$ cat src/rtl/eth_tlp_pkg.sv
// Shared types for the captured-TLP drain path.
//   tlp_fifo_word_t : 74-bit FIFO word {keep, data, last, user}, same layout as the tap writer
//   tlpgen_state_t  : drain FSM state
//   ABORT_WORD      : synthetic beat that closes a stalled frame so the MAC discards it
package eth_tlp_pkg;

  localparam int TLP_FIFO_W = 74;

  typedef struct packed {
    logic [7:0]  keep;
    logic [63:0] data;
    logic        last;
    logic        user;
  } tlp_fifo_word_t;

  typedef enum logic [1:0] {
    IDLE,
    STREAM,
    ABORT,
    FLUSH
  } tlpgen_state_t;

  localparam tlp_fifo_word_t ABORT_WORD = '{keep: 8'h01, data: 64'h0, last: 1'b1, user: 1'b1};

endpackage

$ cat src/rtl/eth_tlpgen_obuf.sv
// Circular output buffer between the FIFO capture point and the AXI4-Stream port.
// Ports:
//   clk, rst_n   : clock, asynchronous active-low reset (pointers/occupancy only)
//   push_i       : write push_word_i at the tail (ignored when full)
//   push_word_i  : word to store
//   pop_i        : drop the head entry (ignored when empty)
//   head_o       : current head entry (undefined content while occ_o == 0)
//   occ_o        : number of valid entries, 0..DEPTH
module eth_tlpgen_obuf
  import eth_tlp_pkg::*;
#(
  parameter int DEPTH = 4
) (
  input  logic                       clk,
  input  logic                       rst_n,
  input  logic                       push_i,
  input  tlp_fifo_word_t             push_word_i,
  input  logic                       pop_i,
  output tlp_fifo_word_t             head_o,
  output logic [$clog2(DEPTH):0]     occ_o
);

  localparam int PTR_W = $clog2(DEPTH);
  localparam int OCC_W = PTR_W + 1;

  tlp_fifo_word_t   mem_q [DEPTH];
  logic [PTR_W-1:0] wr_ptr_q;
  logic [PTR_W-1:0] rd_ptr_q;
  logic [OCC_W-1:0] occ_q;
  logic             do_push;
  logic             do_pop;

  assign do_pop  = pop_i && (occ_q != '0);
  assign do_push = push_i && (occ_q != OCC_W'(DEPTH));

  // Storage carries no reset; the top gates the stream outputs with occupancy.
  always_ff @(posedge clk) begin
    if (do_push) mem_q[wr_ptr_q] <= push_word_i;
  end

  // DEPTH is a power of two, so the pointers wrap naturally.
  always_ff @(posedge clk or negedge rst_n) begin
    if (!rst_n) begin
      wr_ptr_q <= '0;
      rd_ptr_q <= '0;
      occ_q    <= '0;
    end else begin
      if (do_push) wr_ptr_q <= wr_ptr_q + 1'b1;
      if (do_pop)  rd_ptr_q <= rd_ptr_q + 1'b1;
      unique case ({do_push, do_pop})
        2'b10:   occ_q <= occ_q + 1'b1;
        2'b01:   occ_q <= occ_q - 1'b1;
        default: occ_q <= occ_q;
      endcase
    end
  end

  assign head_o = mem_q[rd_ptr_q];
  assign occ_o  = occ_q;

endmodule

$ cat src/rtl/eth_tlpgen.sv
// Drain side of the captured-TLP FIFO: reads 74-bit words from a standard
// (1-cycle read latency) FIFO and replays them as a 64-bit AXI4-Stream toward
// the 10G MAC. Frames that stall mid-packet are closed with an abort beat and
// their tail is flushed from the FIFO.
// Ports:
//   clk, rst_n        : clock, asynchronous active-low reset
//   rd_en / dout      : FIFO read strobe, word valid on dout the following cycle
//   empty             : FIFO empty
//   m_axis_*          : stream master; beat transfers when tvalid && tready
//   pkt_cnt           : packets completed normally (wraps)
//   err_cnt           : packets aborted (saturates)
//   dbg_state_o       : current drain FSM state
// Handshake: m_axis_tvalid never depends on m_axis_tready; once tvalid is high
// the beat (data/keep/last/user) is held until the cycle tready is sampled high.
module eth_tlpgen
  import eth_tlp_pkg::*;
#(
  parameter int C_DATA_WIDTH     = 64,
  parameter int OBUF_DEPTH       = 4,
  parameter int UNDERRUN_TIMEOUT = 16
) (
  input  logic                      clk,
  input  logic                      rst_n,
  output logic                      rd_en,
  input  logic [TLP_FIFO_W-1:0]     dout,
  input  logic                      empty,
  output logic [C_DATA_WIDTH-1:0]   m_axis_tdata,
  output logic [7:0]                m_axis_tkeep,
  output logic                      m_axis_tlast,
  output logic                      m_axis_tuser,
  output logic                      m_axis_tvalid,
  input  logic                      m_axis_tready,
  output logic [31:0]               pkt_cnt,
  output logic [15:0]               err_cnt,
  output tlpgen_state_t             dbg_state_o
);

  localparam int OCC_W = $clog2(OBUF_DEPTH) + 1;

  tlp_fifo_word_t   in_word;
  tlp_fifo_word_t   push_word;
  tlp_fifo_word_t   head;
  logic [OCC_W-1:0] occ;
  logic [OCC_W:0]   credit_used;
  logic             push;
  logic             pop;
  logic             inflight_q;
  tlpgen_state_t    state_q;
  logic [7:0]       stall_q;
  logic [31:0]      pkt_q;
  logic [15:0]      err_q;

  assign in_word     = tlp_fifo_word_t'(dout);
  // Entries already held plus the one word that may be on its way from the FIFO.
  assign credit_used = {1'b0, occ} + {{OCC_W{1'b0}}, inflight_q};

  always_comb begin
    rd_en     = 1'b0;
    push      = 1'b0;
    push_word = in_word;
    unique case (state_q)
      IDLE, STREAM: begin
        rd_en = !empty && (credit_used < (OCC_W + 1)'(OBUF_DEPTH));
        push  = inflight_q;
      end
      ABORT: begin
        push      = (occ < OCC_W'(OBUF_DEPTH));
        push_word = ABORT_WORD;
      end
      FLUSH: begin
        // No new read while the terminating word is being captured: the next
        // word belongs to a new frame and must arrive under IDLE credit rules.
        rd_en = !empty && !(inflight_q && in_word.last);
      end
      default: ;
    endcase
    if (!rst_n) rd_en = 1'b0;
  end

  always_ff @(posedge clk or negedge rst_n) begin
    if (!rst_n) begin
      state_q    <= IDLE;
      stall_q    <= '0;
      pkt_q      <= '0;
      err_q      <= '0;
      inflight_q <= 1'b0;
    end else begin
      inflight_q <= rd_en;
      unique case (state_q)
        IDLE: begin
          if (push) begin
            stall_q <= '0;
            if (in_word.last) pkt_q   <= pkt_q + 32'd1;
            else              state_q <= STREAM;
          end
        end
        STREAM: begin
          if (push) begin
            stall_q <= '0;
            if (in_word.last) begin
              pkt_q   <= pkt_q + 32'd1;
              state_q <= IDLE;
            end
          end else if (empty && !inflight_q) begin
            // A counted cycle never has a read outstanding, so ABORT starts
            // with nothing inflight.
            if (stall_q == 8'(UNDERRUN_TIMEOUT - 1)) begin
              stall_q <= '0;
              state_q <= ABORT;
            end else begin
              stall_q <= stall_q + 8'd1;
            end
          end
        end
        ABORT: begin
          if (push) begin
            if (err_q != 16'hFFFF) err_q <= err_q + 16'd1;
            state_q <= FLUSH;
          end
        end
        FLUSH: begin
          if (inflight_q && in_word.last) state_q <= IDLE;
        end
        default: state_q <= IDLE;
      endcase
    end
  end

  eth_tlpgen_obuf #(
    .DEPTH (OBUF_DEPTH)
  ) u_obuf (
    .clk         (clk),
    .rst_n       (rst_n),
    .push_i      (push),
    .push_word_i (push_word),
    .pop_i       (pop),
    .head_o      (head),
    .occ_o       (occ)
  );

  assign m_axis_tvalid = (occ != '0);
  assign pop           = m_axis_tvalid && m_axis_tready;
  assign m_axis_tdata  = m_axis_tvalid ? C_DATA_WIDTH'(head.data) : '0;
  assign m_axis_tkeep  = m_axis_tvalid ? head.keep : 8'h00;
  assign m_axis_tlast  = m_axis_tvalid && head.last;
  assign m_axis_tuser  = m_axis_tvalid && head.user;

  assign pkt_cnt     = pkt_q;
  assign err_cnt     = err_q;
  assign dbg_state_o = state_q;

endmodule
$ cat config.mk
export PLATFORM = sky130hd
export DESIGN_NAME = eth_tlpgen
export DESIGN_NICKNAME = d
export VERILOG_FILES = /design/src/rtl/eth_tlp_pkg.sv /design/src/rtl/eth_tlpgen_obuf.sv /design/src/rtl/eth_tlpgen.sv
export SDC_FILE = /design/constraint.sdc
export NUM_CORES = 1
export LEC_CHECK = 0
export CELL_PAD_IN_SITES_DETAIL_PLACEMENT = 1
export CELL_PAD_IN_SITES_GLOBAL_PLACEMENT = 1
export CORE_MARGIN = 2
export CORE_UTILIZATION = 35
export CTS_CLUSTER_SIZE = 40
export DETAILED_ROUTE_END_ITERATION = 16
export DONT_BUFFER_PORTS = 1
export PLACE_DENSITY_LB_ADDON = 0.15
export SLEW_MARGIN = 30
export SYNTH_ARGS = -nofsm -noshare
export SYNTH_HDL_FRONTEND = slang
export SYNTH_HIERARCHICAL = 1
export SYNTH_SLANG_ARGS = --single-unit
$ cat constraint.sdc
create_clock -name clk -period 6 [get_ports clk]
set_input_delay 1.2 -clock clk [delete_from_list [all_inputs] [get_ports clk]]
set_output_delay 1.2 -clock clk [all_outputs]
set_load 0.03 [all_outputs]
=== Word level (Yosys, flattened, before mapping) ===
Memories as Yosys holds them, arrays and structs flattened.
Cells that the tools add are included.
Widths: inputs -> output; s select.

* Equality and inequality tests: 15
* Order comparisons: 2
* Muxes and demuxes: 23
* Add/sub/neg operators: 8
* Reduce and logical (&&, ||, !) cells: 21

{| class="wikitable"
|+ Operators by type and width
! kind !! number
|-
| $mux 74 || 1
|-
| $mux 64 || 1
|-
| $mux 8 || 5
|-
| $add 32x1->32 const B || 1
|-
| $add 16x1->16 const B || 1
|-
| $mux 2 || 8
|-
| $ne 16x16->1 const B || 1
|-
| $pmux 8 s2 || 1
|-
| $logic_and 1x1->1 || 9
|-
| $reduce_and 3->1 || 3
|-
| $add 8x1->8 const B || 1
|-
| $eq 8x4->1 const B || 1
|-
| $pmux 2 s4 || 1
|-
| $reduce_and 7->1 || 1
|-
| $eq 2x2->1 const B || 3
|-
| $ne 3x2->1 const B || 2
|-
| $ne 3x3->1 const B || 2
|-
| $pmux 3 s2 || 1
|-
| $add 2x1->2 const B || 2
|-
| $add 3x1->4 || 1
|-
| $eq 2x1->1 const B || 2
|-
| $lt 4x3->1 const B || 1
|-
| $ne 2x1->1 const B || 2
|-
| $ne 2x2->1 const B || 2
|-
| 10 further kinds || 16
|}

* Memories kept: 1
* RAM bits: 296
* Word-level logic and storage cells: 78
* Register bits: 66

{| class="wikitable"
|+ Memory list
! name !! depth !! bits a word !! read ports !! clocked after Yosys merged registers in !! wr ports !! line !! RTL
|-
| u_obuf.mem_q || 4 || 74 || 1 || 0 || 1 || eth_tlpgen_obuf.sv:26 || <nowiki>tlp_fifo_word_t mem_q [DEPTH];</nowiki>
|}

=== Depth between registers and ports, before layout ===
Gate-level depths: netlist of the first run.

* Word-level depth: 6
* Gate-level depth with buffers: 11
* Mapped depth without buffers: 11

=== By module ===
The synthesis of the first run kept the hierarchy.

{| class="wikitable"
|+ Modules (own cells, without submodules)
! module !! cells each !! area an instance (um^2) !! seq. area each (um^2) !! times used
|-
| eth_tlpgen_obuf || 424 || 11135.7 || 9063.7 || 1
|-
| eth_tlpgen || 431 || 3792.4 || 1476.4 || 1
|}

=== Worst setup path after synthesis of the first run ===
No wires, ideal clock.

* Path kind: flip-flop to flip-flop
* From: register state_q[0], in the netlist dbg_state_o[0]
* To: memory u_obuf/mem_q[3][0] (netlist name) (enable)
* Arrival time: 4654 ps
* Period minus slack after synthesis: 5184 ps
* Buffers on the path: 0
* Library setup time: 531 ps
* Slack: 816 ps
* Stages on the path, launching flop included: 6
* Cells stage by stage: dfrtp_1 -> nand2b_2 -> nand2b_4 -> o21ai_0 -> nand2_1 -> a21oi_1

* Word-level cells in the longest chain between the ends: 6
* Elaborated cells between the ends (all ways): 8

{| class="wikitable"
|+ Ends and longest elaborated chain
! element !! line !! RTL
|-
| from (decl) || eth_tlpgen.sv:48 || <nowiki>tlpgen_state_t state_q;</nowiki>
|-
| from (signal assigned) || eth_tlpgen.sv:82 || <nowiki>state_q <= IDLE;</nowiki>
|-
| from (signal assigned) || eth_tlpgen.sv:94 || <nowiki>else state_q <= STREAM;</nowiki>
|-
| from (signal assigned) || eth_tlpgen.sv:102 || <nowiki>state_q <= IDLE;</nowiki>
|-
| $eq 2x1->1 or $logic_not 2->1 (tied branches) || eth_tlpgen.sv:61 || <nowiki>unique case (state_q)</nowiki>
|-
| $reduce_or 2->1 (no line) || n/a ||
|-
| $pmux 1 s2 * || eth_tlpgen.sv:61 ||
|-
| net push || eth_tlpgen.sv:45 || <nowiki>logic push;</nowiki>
|-
| $logic_and 1x1->1 * || eth_tlpgen_obuf.sv:34 || <nowiki>assign do_push = push_i && (occ_q != OCC_W'(DEPTH));</nowiki>
|-
| $mux 1 * || eth_tlpgen_obuf.sv:38 || <nowiki>if (do_push) mem_q[wr_ptr_q] <= push_word_i;</nowiki>
|-
| $mux 1 (implied by the code) * || eth_tlpgen_obuf.sv:38 ||
|-
| to (decl) || eth_tlpgen_obuf.sv:26 ||
|}

Mark *: on every way through the listed nets, which the timed path passes. The rest lies on a longest branch.

=== Worst setup path in the final report of the first run ===
* From: register state_q[0], in the netlist dbg_state_o[0]
* To: output port rd_en

* Word-level cells in the longest chain between the ends: 4
* Elaborated cells between the ends (all ways): 6

{| class="wikitable"
|+ Ends and longest elaborated chain
! element !! line !! RTL
|-
| $eq 2x1->1 or $logic_not 2->1 (tied branches) || eth_tlpgen.sv:61 ||
|-
| $reduce_or 2->1 (no line) || n/a ||
|-
| $pmux 1 s2 * || eth_tlpgen.sv:61 ||
|-
| $mux 1 * || eth_tlpgen.sv:77 || <nowiki>if (!rst_n) rd_en = 1'b0;</nowiki>
|-
| to (decl) || eth_tlpgen.sv:24 || <nowiki>output logic rd_en,</nowiki>
|}

Every way passes the cells marked *; elsewhere a longest branch is shown, timed or not.

==> metrics.md, run 1 <==
| Metric | Value |
|---|---|
| Result of the run | `finished clean` |
| Commonest non-fill, non-tap cell in the layout | `sky130_fd_sc_hd__edfxtp_1` |
| Post-detailed-route wirelength per cell | `22.7 um` |
| Total of warnings raised by yosys | `6` |
| Final core utilization | `~40%` |
| Die height | `211 um` |
| Post-Synthesis Cell Area | `0.0149 sq mm` |
| Category of the worst setup path launch point | `register` |
| Final standard cell count with taps included and fillers excluded | `around 1,400` |
| Max cap viols | `0` |
| Internal power | `5.59 mW` |
| Maximum resistive drop on vdd | `around 0.25 mV` |
| Setup skew after layout | `0.00965 ns` |
| Clock sinks | `around 360` |
| Setup TNS Final | `0 ns` |
| Maximum number of pins on one net before global-route repair | `78` |
| Final Setup Violations | `0` |
| Number of endpoints with negative hold slack in the final report | `0` |
| Bufs on Longest Clock Path | `3` |
| Top library cells by usage in the layout, fill and taps aside | `sky130_fd_sc_hd__edfxtp_1, sky130_fd_sc_hd__and2_1, sky130_fd_sc_hd__mux4_2, sky130_fd_sc_hd__dfrtp_1, sky130_fd_sc_hd__clkbuf_16` |
| Layout overhead on the synthesized area | `13.1%` |
| Maximum clock frequency | `around 240 MHz` |
| TritonCTS clock tree | `done` |
| Top_reg_cell synth | `sky130_fd_sc_hd__edfxtp_1` |
| Full die area | `between 0.04 and 0.05 sq mm` |
| Initial Utilization | `between 30% and 40%` |
| Class of the most critical setup path | `register to output port` |
| Post-Syn Instances | `about 860` |
| Net switching component of the power | `3.00 mW` |
| Placer Congestion | `0.720` |
| DRC Markers | `0` |
| Setup Buffers After CTS | `0` |
| Crit path time final | `4.20 ns` |
| Total instance count after detailed placement | `roughly 1,400` |
| Slew Limit Headroom | `~40%` |
| Fraction of power consumed by the clock network | `~30%` |
| Total detailed-routing wirelength | `32,800 um` |
| H-tree depth reported by CTS | `2` |
| Sort of element at the end of the critical path | `output port` |
| Maximum fanout encountered on the critical timing path | `a little under 80` |
| Distinct cells, synth | `~50` |
| Reg power frac | `40.7%` |
| Count of final max-slew check failures | `0` |
| Leak | `5.84 nW` |
| Arrival time at the worst endpoint | `around 3.0 ns` |
| Power share of the combinational group | `between 20% and 30%` |
| Number of buffers added on ports | `0` |
| Row count | `75` |
| Depth of the most critical reg-to-reg path | `6` |
| Ratio of routed vias to standard cells | `roughly 5.1` |
| Routed via count | `roughly 7,400` |
| Via count of the first global-routing pass | `between 8,000 and 9,000` |
| Classification of the worst-slack hold path | `primary input to async pin` |
| Share of the synthesized area in the top cell type | `59.5%` |
| Clock root buffer | `sky130_fd_sc_hd__clkbuf_16` |
| Required time reported for the critical path endpoint | `approximately 4.8 ns` |
| Net switching fraction of the power | `roughly a third` |
| Main area contributors after synthesis | `sky130_fd_sc_hd__edfxtp_1, sky130_fd_sc_hd__mux4_2, sky130_fd_sc_hd__dfrtp_1` |
| Net count reported at finish | `960` |
| Setup repair after global routing missed its margin | `false` |
| Ratio of cells with drive above 1 in the final layout | `17.7%` |
| Clock latency of the later-clocked register in the worst-skew pair | `0.55 ns` |
| Share of synthesized registers carrying an async set or reset | `around 18%` |
| Post-detail-place hpwl | `19,500 um` |
| Horiz. Die Dim | `roughly 210 um` |
| Crit share post-route | `70.1%` |
| Number of enable-type register cells in the synthesized netlist | `about 300` |
| Synthesized Nets | `about 940` |
| Slowest stage cell, crit path | `sky130_fd_sc_hd__dfrtp_1` |
| Total GRT Usage | `between 15 and 20%` |
| Clock transition at the registers of the reported paths | `approximately 0.060 ns` |
| Residual overflow from global routing | `0` |
| Placeable Area | `between 0.04 and 0.05 sq mm` |
| Biggest area consumer among synthesized cells | `sky130_fd_sc_hd__edfxtp_1` |
| First-pass GRT wire length | `50,200 um` |
| Post-route antenna net violation count | `0` |
| Number of primary I/O pins | `approximately 200` |
| Average footprint of a synthesized cell | `between 15 and 20 sq um` |
| Post-CTS Hold Fix Bufs | `0` |
| Clock buffer count from CTS | `42` |
| Hold_ws | `approximately 0.34 ns` |
| Cell area power density | `between 500 and 600 mW/mm^2` |
| Total iterations of the first detailed-routing run | `4` |
| Number of synthesized register bits | `around 360` |
| Delay of the slowest cell on the worst path | `0.72 ns` |
| Critical path cell sequence | `nand2b_2 > buf_4 > o2111ai_1 > nor2_1` |
| Register area share after synthesis | `a little over two thirds` |
| Initial antenna violation count | `7` |
| DRC marker count from the first detailed-route iteration | `338` |
| Cells resized by post-CTS repair | `0` |
| Worst-margin pin slew | `0.907 ns` |
## metal layers
layer	part of all wire, %	up-vias	global-route usage (%)
met5	0.12	-	0
met4	1.9	8	3.98
met3	5.3	49	4.11
met2	48	181	24.6
met1	44	3866	19.8
li1	-	3246	-
## sequential cells by signal (all words and copies together), names as in the netlist, named ones only
signal and cells:
u_obuf/mem_q 296, dbg_state_o 1, inflight_q 1, u_obuf/occ_o 3, u_obuf/wr_ptr_q 2, err_cnt 16
pkt_cnt 32, stall_q 8, u_obuf/rd_ptr_q 2
## critical path, delay by kind of cell (launching register included)
kind                   cells  cell delay (ns)
AND/OR/NAND/NOR            2             0.81
flip-flops                 1             0.72
buffers and inverters      1             0.69
AO/OA/AOI/OAI              1             0.23
## cell usage after synthesis, types with 2 or more instances
cell / n
sky130_fd_sc_hd__xnor2_1: 35
sky130_fd_sc_hd__a21oi_1: 7
sky130_fd_sc_hd__buf_12: 5
sky130_fd_sc_hd__a31oi_1: 2
sky130_fd_sc_hd__buf_2: 8
sky130_fd_sc_hd__mux2_2: 2
sky130_fd_sc_hd__clkbuf_1: 18
sky130_fd_sc_hd__and2_1: 151
sky130_fd_sc_hd__nand4_1: 11
sky130_fd_sc_hd__nand2b_1: 2
sky130_fd_sc_hd__xor2_1: 21
sky130_fd_sc_hd__buf_4: 4
sky130_fd_sc_hd__mux4_2: 74
sky130_fd_sc_hd__nand3_1: 21
sky130_fd_sc_hd__ha_1: 8
sky130_fd_sc_hd__and4_1: 4
sky130_fd_sc_hd__and3_1: 9
sky130_fd_sc_hd__nand2_1: 32
sky130_fd_sc_hd__nor2_1: 24
sky130_fd_sc_hd__or2_1: 2
sky130_fd_sc_hd__nor4_1: 3
sky130_fd_sc_hd__dfrtp_1: 66
sky130_fd_sc_hd__edfxtp_1: 296
sky130_fd_sc_hd__nor3_1: 8
sky130_fd_sc_hd__inv_1: 13
sky130_fd_sc_hd__o21ai_0: 6
## through the flow
stage          setup slack, ns  area (sq um)  total power, mW
2_1_floorplan            0.816         14900             5.67
3_3_place_gp              2.32         15500             6.14
3_5_place_dp              2.26         15500             6.18
4_1_cts                   1.64         16800             8.77
5_1_grt                   1.49         16900             9.03
6_report                  1.80         16900             8.59
## worst paths after layout
path                                start                   to  slack, ns
hold reg to reg                stall_q[2]           stall_q[2]       0.52
setup / recovery           dbg_state_o[0]                rd_en       1.80
setup reg to reg                 register  u_obuf/mem_q[2][69]       2.64
max in group asynchronous           rst_n   u_obuf/rd_ptr_q[1]       5.48
hold / removal                      rst_n          pkt_cnt[14]       0.34
min in group clk               stall_q[2]           stall_q[2]       0.52
## power by group through the flow
stage,clock network [mW],registers [mW],logic (mW)
after floorplan,0,3.36,2.31
after global routing,2.73,3.55,2.75
after detailed placement,0,3.57,2.61
after CTS,2.64,3.52,2.61
final,2.55,3.49,2.55
after global placement,0,3.56,2.58
## kinds of logic after synthesis
group	share of synthesized area, %
flip-flops	70.6
multiplexers	11.4
buffers and inverters	2.02
XOR/XNOR	3.29
adder cells (fa/ha/maj)	0.805
AND/OR/NAND/NOR	11.1
AO/OA/AOI/OAI	0.838
## area by class of cell
type	instances	area, sq um
diodes	1	2.50
multi-input cells	443	4110
repair buffers	11	135
clock buffers	50	1110
flip-flops and latches	362	10500
clock inverters	23	259
fillers	4131	25200
well taps	539	674
inverters	13	48.8
Note: power is estimated with default switching activity, not from simulation.
==> run 2, diff against run 1 <==
==> constraint.sdc (replaced) <==
create_clock -name clk -period 3.75 [get_ports clk]
set_input_delay 0.75 -clock clk [delete_from_list [all_inputs] [get_ports clk]]
set_output_delay 0.75 -clock clk [all_outputs]
set_load 0.03 [all_outputs]
==> run 2 against run 1 <==
Clock-buffer cell count increased by 10. Critical endpoint is now m_axis_tkeep[5]. Sequential share of layout area decreased by 0.50 points. Largest power group unchanged. Register-to-register slack got worse by 1.5 ns. Worst hold slack got worse by 0.26 ns. First-iteration DRC count increased by 5.6%. Power increased by 60%. Largest cell class unchanged. Clock skew increased by 0.00075 ns. Core utilization increased by 0.32 points. Critical path depth decreased by 1. Sequential power increased by 57%. Critical path type unchanged.
==> metrics.md, run 2 (synthesis gave the netlist of run 1 again) <==
| Metric | Value |
|---|---|
| Result of the run | `finished clean (unchanged)` |
| Slew Limit Headroom | `49.1% (was 39.5%)` |
| Full die area | `0.0443 sq mm (unchanged)` |
| Setup repair after global routing missed its margin | `false (unchanged)` |
| Leak | `5.88 nW (was 5.84 nW)` |
| Routed via count | `7,280 (was 7,350)` |
| Count of final max-slew check failures | `0 (unchanged)` |
| Setup slack of the critical path after layout | `0.458 ns (was 1.80 ns)` |
| Slowest stage cell, crit path | `sky130_fd_sc_hd__dfrtp_4 (was sky130_fd_sc_hd__dfrtp_1)` |
| H-tree depth reported by CTS | `2 (unchanged)` |
| Number of buffers added on ports | `0 (unchanged)` |
| Clock latency of the later-clocked register in the worst-skew pair | `0.55 ns (about the same)` |
| Class of the most critical setup path | `register to output port (unchanged)` |
| Placeable Area | `0.0420 sq mm (unchanged)` |
| Depth of the most critical reg-to-reg path | `5 (was 6)` |
| TritonCTS clock tree | `done (unchanged)` |
| Crit share post-route | `slightly below 90%` |
| Number of endpoints with negative hold slack in the final report | `0 (unchanged)` |
| Max cap viols | `0 (unchanged)` |
| Final Setup Violations | `0 (unchanged)` |
| Commonest non-fill, non-tap cell in the layout | `sky130_fd_sc_hd__edfxtp_1 (unchanged)` |
| Crit path time final | `3.29 ns` |
| Maximum clock frequency | `304 MHz` |
| Placed inst area | `0.0156 sq mm (was 0.0155 sq mm)` |
| Initial Utilization | `35.5% (unchanged)` |
| Category of the worst setup path launch point | `register (unchanged)` |
| Bufs on Longest Clock Path | `3 (unchanged)` |
| Clock transition at the registers of the reported paths | `0.06 ns (about the same)` |
| Classification of the worst-slack hold path | `primary input to async pin (unchanged)` |
| Sort of element at the end of the critical path | `output port (unchanged)` |
| Arrival time at the worst endpoint | `2.54 ns (was 3.00 ns)` |
| Final design area excluding fillers | `0.0170 sq mm (was 0.0169 sq mm)` |
| Most flops, register | `u_obuf/mem_q (unchanged)` |
| Delay of the slowest cell on the worst path | `0.79 ns (was 0.72 ns)` |
| Total detailed-routing wirelength | `32,500 um (was 32,800 um)` |
| Post-detailed-route wirelength per cell | `22.4 um (was 22.7 um)` |
| Net count reported at finish | `965 (was 960)` |
| Via count of the first global-routing pass | `8,058 (was 8,106)` |
| Initial antenna violation count | `2 (was 7)` |
| Top library cells by usage in the layout, fill and taps aside | `sky130_fd_sc_hd__edfxtp_1, sky130_fd_sc_hd__and2_1, sky130_fd_sc_hd__mux4_2, sky130_fd_sc_hd__dfrtp_1, sky130_fd_sc_hd__clkbuf_16 (unchanged)` |
| Ratio of cells with drive above 1 in the final layout | `18.4% (was 17.7%)` |
| Required time reported for the critical path endpoint | `3.00 ns (was 4.80 ns)` |
| Placer Congestion | `0.695 (was 0.720)` |
| First-pass GRT wire length | `50,300 um (was 50,200 um)` |
| Layout overhead on the synthesized area | `14.0% (was 13.1%)` |
| Post-detail-place hpwl | `19,100 um (was 19,500 um)` |
| Post-route antenna net violation count | `0 (unchanged)` |
| Worst-margin pin slew | `0.764 ns (was 0.907 ns)` |
| Max FFs per register | `296 (unchanged)` |
| Critical path cell sequence | `buf_12 > mux4_2 > and2_1 (was nand2b_2 > buf_4 > o2111ai_1 > nor2_1)` |
| Maximum fanout encountered on the critical timing path | `32 (was 77)` |
| FILL cells | `4,093 (was 4,131)` |
| Total iterations of the first detailed-routing run | `4 (unchanged)` |
| Row count | `75 (unchanged)` |
| Maximum number of pins on one net before global-route repair | `77 (was 78)` |
| Clock buffer count from CTS | `42 (unchanged)` |
| Ratio of routed vias to standard cells | `5.00 (was 5.10)` |
| Total GRT Usage | `15.1% (was 15.0%)` |
| Setup Buffers After CTS | `0 (unchanged)` |
| DRC Markers | `0 (unchanged)` |
| Post-CTS Hold Fix Bufs | `1 (was 0)` |
| Cells resized by post-CTS repair | `0 (unchanged)` |
| Number of primary I/O pins | `204 (unchanged)` |
| DRC marker count from the first detailed-route iteration | `357 (was 338)` |
| Horiz. Die Dim | `211 um (unchanged)` |
| Clock sinks | `362 (unchanged)` |
| Clock root buffer | `sky130_fd_sc_hd__clkbuf_16 (unchanged)` |
| Worst setup slack before clock tree synthesis | `0.940 ns (was 2.26 ns)` |
| Maximum resistive drop on vdd | `0.399 mV (was 0.249 mV)` |
| Cell area power density | `808 mW/mm^2 (was 509 mW/mm^2)` |
| Residual overflow from global routing | `0 (unchanged)` |
| Setup skew after layout | `0.0104 ns (was 0.00965 ns)` |
| Die height | `211 um (unchanged)` |
| Setup TNS Final | `0 ns (unchanged)` |
run 2: cell count changes in the layout (fill, tap and decap cells not counted), sizes merged:
cell	previous run	this run
clkbuf	50	60
buf	11	16
bufinv	6	3
clkinv	15	12
diode	1	4
clkinvlp	1	3
inv	14	13
run 2: where the power goes:
part,switching (mW),leakage (nW),internal [mW]
sequential,0.421,3.57,5.05
combinational,2.84,1.65,1.44
clock,1.56,0.666,2.45
total,4.82,5.88,8.94
run 2: final cells by class:
class / instances / area, sq um / area share [%]
flip-flops and latches: 362 / 10500 / 62.0
repair buffers: 16 / 256 / 1.51
inverters: 13 / 48.8 / 0.287
clock inverters: 18 / 165 / 0.970
well taps: 539 / 674 / 3.96
clock buffers: 60 / 1210 / 7.12
diodes: 4 / 10.0 / 0.0588
multi-input cells: 443 / 4110 / 24.1
run 2: per-layer routing:
layer  routed length (um)  vias to the layer above  track usage (%)
met1                14200                     3793             19.7
met5                   13                        -                0
met3                 1860                       48             4.56
met2                15800                      169             24.7
li1                     -                     3268                -
met4                  621                        2             4.13
run 2: final timing paths:
check	startpoint	endpoint	slack, ns
max	u_obuf/rd_ptr_q[0]	m_axis_tkeep[5]	0.46
min	rst_n	pkt_cnt[14]	0.09
max reg2reg	inflight_q	u_obuf/mem_q[0][23]	1.10
min reg2reg	stall_q[2]	stall_q[2]	0.53
max in group asynchronous	rst_n	u_obuf/rd_ptr_q[0]	3.35
min in group clk	empty	stall_q[2]	0.38
run 2: critical path, delay by kind of cell, from the launching register on:
| family | cells | cell delay [ns] |
|---|---|---|
| simple gates | 1 | 0.26 |
| mux | 1 | 0.57 |
| flops | 1 | 0.79 |
| buf+inv | 1 | 0.35 |
run 2: per-stage QoR:
stage          hold slack (ns)  std cells  power [mW]  util, %
3_5_place_dp             0.456       1372        9.94     37.1
2_1_floorplan            0.454        855        9.07        -
5_1_grt                 0.0743       1451        14.5     40.5
6_report                0.0861       1455        13.8     40.5
4_1_cts                 0.0611       1451        14.1     40.5
3_3_place_gp             0.457       1372        9.91     37.1
==> run 3, diff against run 2 <==
--- a/config.mk
+++ b/config.mk
@@ -5,6 +5,7 @@
 export SDC_FILE = /design/constraint.sdc
 export NUM_CORES = 1
 export LEC_CHECK = 0
+export ABC_AREA = 1
 export CELL_PAD_IN_SITES_DETAIL_PLACEMENT = 1
 export CELL_PAD_IN_SITES_GLOBAL_PLACEMENT = 1
 export CORE_MARGIN = 2
==> run 3 against run 2 <==
First-iteration DRC count rose by 34%. Routed wire length grew 25%. Die area up 12%. Clock power is 14% higher. Combinational power grew 42%. Worst hold slack got worse by 0.021 ns. Critical path depth is 3 higher. Sequential power up 4.4%. Setup slack lost 0.23 ns. Via count is 55% higher.
==> metrics.md, run 3 <==
| Metric | Value |
|---|---|
| Main area contributors after synthesis | `sky130_fd_sc_hd__edfxtp_1, sky130_fd_sc_hd__dfrtp_1, sky130_fd_sc_hd__nand2_1 (was sky130_fd_sc_hd__edfxtp_1, sky130_fd_sc_hd__mux4_2, sky130_fd_sc_hd__dfrtp_1)` |
| Worst-margin pin slew | `0.842 ns (was 0.764 ns)` |
| Layout overhead on the synthesized area | `14.2% (was 14.0%)` |
| Required time reported for the critical path endpoint | `3.00 ns (about the same)` |
| TritonCTS clock tree | `done (unchanged)` |
| Clock root buffer | `sky130_fd_sc_hd__clkbuf_16 (unchanged)` |
| Total iterations of the first detailed-routing run | `4 (unchanged)` |
| FILL cells | `5,330 (was 4,093)` |
| Class of the most critical setup path | `register to output port (unchanged)` |
| Worst setup slack for register-to-register paths | `1.07 ns (was 1.10 ns)` |
| Setup repair after global routing missed its margin | `false (unchanged)` |
| DRC Markers | `0 (unchanged)` |
| H-tree depth reported by CTS | `2 (unchanged)` |
| Crit share post-route | `93.8% (was 87.8%)` |
| Placer Congestion | `0.743 (was 0.695)` |
| Routed via count | `11,300 (was 7,280)` |
| Setup Buffers After CTS | `0 (unchanged)` |
| Count of final max-slew check failures | `0 (unchanged)` |
| Horiz. Die Dim | `223 um (was 211 um)` |
| Die height | `223 um (was 211 um)` |
| Clock sinks | `362 (unchanged)` |
| Cell area power density | `852 mW/mm^2 (was 808 mW/mm^2)` |
| Share of the synthesized area in the top cell type | `53.0% (was 59.5%)` |
| Total detailed-routing wirelength | `40,600 um (was 32,500 um)` |
| Leak | `8.23 nW (was 5.88 nW)` |
| Classification of the worst-slack hold path | `primary input to async pin (unchanged)` |
| Bufs on Longest Clock Path | `3 (unchanged)` |
| Area of combinational cells with multiple inputs | `0.00458 sq mm (was 0.00411 sq mm)` |
| Via count of the first global-routing pass | `11,900 (was 8,058)` |
| Worst setup slack before clock tree synthesis | `0.852 ns (was 0.940 ns)` |
| Maximum number of pins on one net before global-route repair | `145 (was 77)` |
| Initial antenna violation count | `0 (was 2)` |
| Most frequent cell after synthesis | `sky130_fd_sc_hd__nand2_1 (was sky130_fd_sc_hd__edfxtp_1)` |
| Number of primary I/O pins | `204 (unchanged)` |
| DRC marker count from the first detailed-route iteration | `478 (was 357)` |
| Post-detailed-route wirelength per cell | `17.1 um (was 22.4 um)` |
| Total of warnings raised by yosys | `6 (unchanged)` |
| Category of the worst setup path launch point | `register (unchanged)` |
| Number of antenna cells inserted | `0 (was 4)` |
| Number of enable-type register cells in the synthesized netlist | `296 (unchanged)` |
| Clock buffer count from CTS | `44 (was 42)` |
| Post-route antenna net violation count | `0 (unchanged)` |
| Area occupied by registers | `0.0105 sq mm (about the same)` |
| Total GRT Usage | `16.8% (was 15.1%)` |
| Met3 demand-to-capacity share in global routing | `3.87% (was 4.56%)` |
| Max cap viols | `0 (unchanged)` |
| Number of endpoints with negative hold slack in the final report | `0 (unchanged)` |
| GRT Max-Usage Layer | `met2 (unchanged)` |
| Depth of the most critical reg-to-reg path | `11 (was 5)` |
| First-pass GRT wire length | `65,400 um (was 50,300 um)` |
| Ratio of cells with drive above 1 in the final layout | `7.77% (was 18.4%)` |
| Post-Syn Instances | `1,716 (was 855)` |
| Initial Utilization | `35.3% (was 35.5%)` |
| Result of the run | `finished clean (unchanged)` |
| Maximum resistive drop on vdd | `0.357 mV (was 0.399 mV)` |
| Residual overflow from global routing | `0 (unchanged)` |
| Full die area | `0.0497 sq mm (was 0.0443 sq mm)` |
| Synthesized Nets | `1,803 (was 942)` |
| Arrival time at the worst endpoint | `2.77 ns (was 2.54 ns)` |
| Met1 GRT Util | `20.9% (was 19.7%)` |
| Placeable Area | `0.0475 sq mm (was 0.0420 sq mm)` |
| Commonest non-fill, non-tap cell in the layout | `sky130_fd_sc_hd__nand2_1 (was sky130_fd_sc_hd__edfxtp_1)` |
| Clock latency of the later-clocked register in the worst-skew pair | `0.56 ns (was 0.55 ns)` |
| Max FFs per register | `296 (unchanged)` |
| Share of synthesized registers carrying an async set or reset | `18.2% (unchanged)` |
| Final Setup Violations | `0 (unchanged)` |
| Top library cells by usage in the layout, fill and taps aside | `sky130_fd_sc_hd__nand2_1, sky130_fd_sc_hd__inv_1, sky130_fd_sc_hd__edfxtp_1, sky130_fd_sc_hd__nor2_1, sky130_fd_sc_hd__o211ai_1 (was sky130_fd_sc_hd__edfxtp_1, sky130_fd_sc_hd__and2_1, sky130_fd_sc_hd__mux4_2, sky130_fd_sc_hd__dfrtp_1, sky130_fd_sc_hd__clkbuf_16)` |
| Ratio of routed vias to standard cells | `4.74 (was 5.00)` |
| Number of synthesized register bits | `362 (unchanged)` |
| Net count reported at finish | `1,814 (was 965)` |
| Top_reg_cell synth | `sky130_fd_sc_hd__edfxtp_1 (unchanged)` |
| Biggest area consumer among synthesized cells | `sky130_fd_sc_hd__edfxtp_1 (unchanged)` |
| Clock transition at the registers of the reported paths | `0.06 ns (about the same)` |
| Slew Limit Headroom | `43.9% (was 49.1%)` |
| Distinct cells, synth | `34 (was 49)` |
| Crit path time final | `3.52 ns (was 3.29 ns)` |
| Maximum fanout encountered on the critical timing path | `144 (was 32)` |
| Register area share after synthesis | `62.8% (was 70.6%)` |
| Row count | `80 (was 75)` |
| Maximum clock frequency | `284 MHz (was 304 MHz)` |
| Post-detail-place hpwl | `25,100 um (was 19,100 um)` |
| Most flops, register | `u_obuf/mem_q (unchanged)` |
| Hold_ws | `0.0646 ns (was 0.0861 ns)` |
| Setup slack of the critical path after layout | `0.231 ns (was 0.458 ns)` |
| Post-Synthesis Cell Area | `0.0168 sq mm (was 0.0149 sq mm)` |
| Number of buffers added on ports | `0 (unchanged)` |
| Global Route met2 Usage | `29.6% (was 24.7%)` |
| Setup skew after layout | `0.0205 ns (was 0.0104 ns)` |
| FF-to-FF End | `u_obuf/occ_o[2] (was u_obuf/mem_q[0][23])` |
| Sort of element at the end of the critical path | `output port (unchanged)` |
| Ranking of synthesized cells by instance count | `sky130_fd_sc_hd__nand2_1, sky130_fd_sc_hd__inv_1, sky130_fd_sc_hd__edfxtp_1 (was sky130_fd_sc_hd__edfxtp_1, sky130_fd_sc_hd__and2_1, sky130_fd_sc_hd__mux4_2)` |
| Average footprint of a synthesized cell | `9.78 sq um (was 17.5 sq um)` |
==> run 3: power breakdown <==
group          leakage [nW]  total [mW]  internal, mW  switching [mW]
registers              3.59        5.71          5.32           0.396
logic                  3.86        6.06          1.41            4.65
clock network         0.774        4.56          2.87            1.69
==> run 3: routing by layer <==
layer  vias up  part of all wire, %
met5         -                    0
met2       157                   50
met3        46                  4.6
met4         0                  1.5
li1       5528                    -
met1      5534                   44
==> run 3: cell type report <==
type | count | area share, %
tap | 615 | 4.01
multi-input combinational | 929 | 23.9
timing repair buffer | 33 | 1.79
clock buffer | 50 | 6.08
sequential | 362 | 55.0
clock inverter | 32 | 2.19
inverter | 357 | 7.03
==> run 3: worst max-delay path by stage <==
| stage | startpoint | slack [ns] | to | cells after the start |
|---|---|---|---|---|
| floorplan | register | -0.93 | u_obuf/mem_q[0][0] | 5 |
| global placement | u_obuf/rd_ptr_q[0] | 0.89 | m_axis_tdata[21] | 6 |
| detailed placement | u_obuf/rd_ptr_q[0] | 0.85 | m_axis_tdata[54] | 6 |
| CTS | u_obuf/rd_ptr_q[0] | 0.25 | m_axis_tdata[54] | 6 |
| global route | u_obuf/rd_ptr_q[0] | 0.09 | m_axis_tdata[54] | 6 |
| finish | u_obuf/rd_ptr_q[0] | 0.23 | m_axis_tdata[54] | 6 |
==> run 3: worst max-delay path, stage by stage, from the launching register on <==
cell and delay (ns):
sky130_fd_sc_hd__dfrtp_1 0.45, sky130_fd_sc_hd__inv_8 0.51, sky130_fd_sc_hd__buf_4 0.39, sky130_fd_sc_hd__o211ai_1 0.12, sky130_fd_sc_hd__nand2_1 0.10, sky130_fd_sc_hd__inv_1 0.04
sky130_fd_sc_hd__nor2_1 0.44
==> run 3: per-stage QoR <==
step / instance area, sq um / setup TNS [ns] / power (mW) / utilization, % / cells
2_1_floorplan: 16800 / -276.72 / 10.5 / - / 1716
3_3_place_gp: 17600 / 0 / 11.9 / 36.9 / 2295
3_5_place_dp: 17600 / 0 / 12.0 / 36.9 / 2295
4_1_cts: 19200 / 0 / 16.7 / 40.3 / 2378
5_1_grt: 19200 / 0 / 17.4 / 40.3 / 2378
6_report: 19200 / 0 / 16.3 / 40.3 / 2378
==> run 3: cell families (layout without fill, tap and decap cells) <==
group,count (synthesis),in the layout,share of synthesized area (%)
simple gates,720,720,17.3
buf+inv,425,472,10.2
xor+xnor,33,33,1.72
flops,362,362,62.8
fa+ha+maj,9,9,0.716
compound gates,167,167,7.26
==> run 3: timing repair <==
| action | in CTS | in global routing |
|---|---|---|
| hold buffers | 1 | 0 |
| resized for setup | 0 | 0 |
| endpoints found under the hold margin | 66 | 0 |
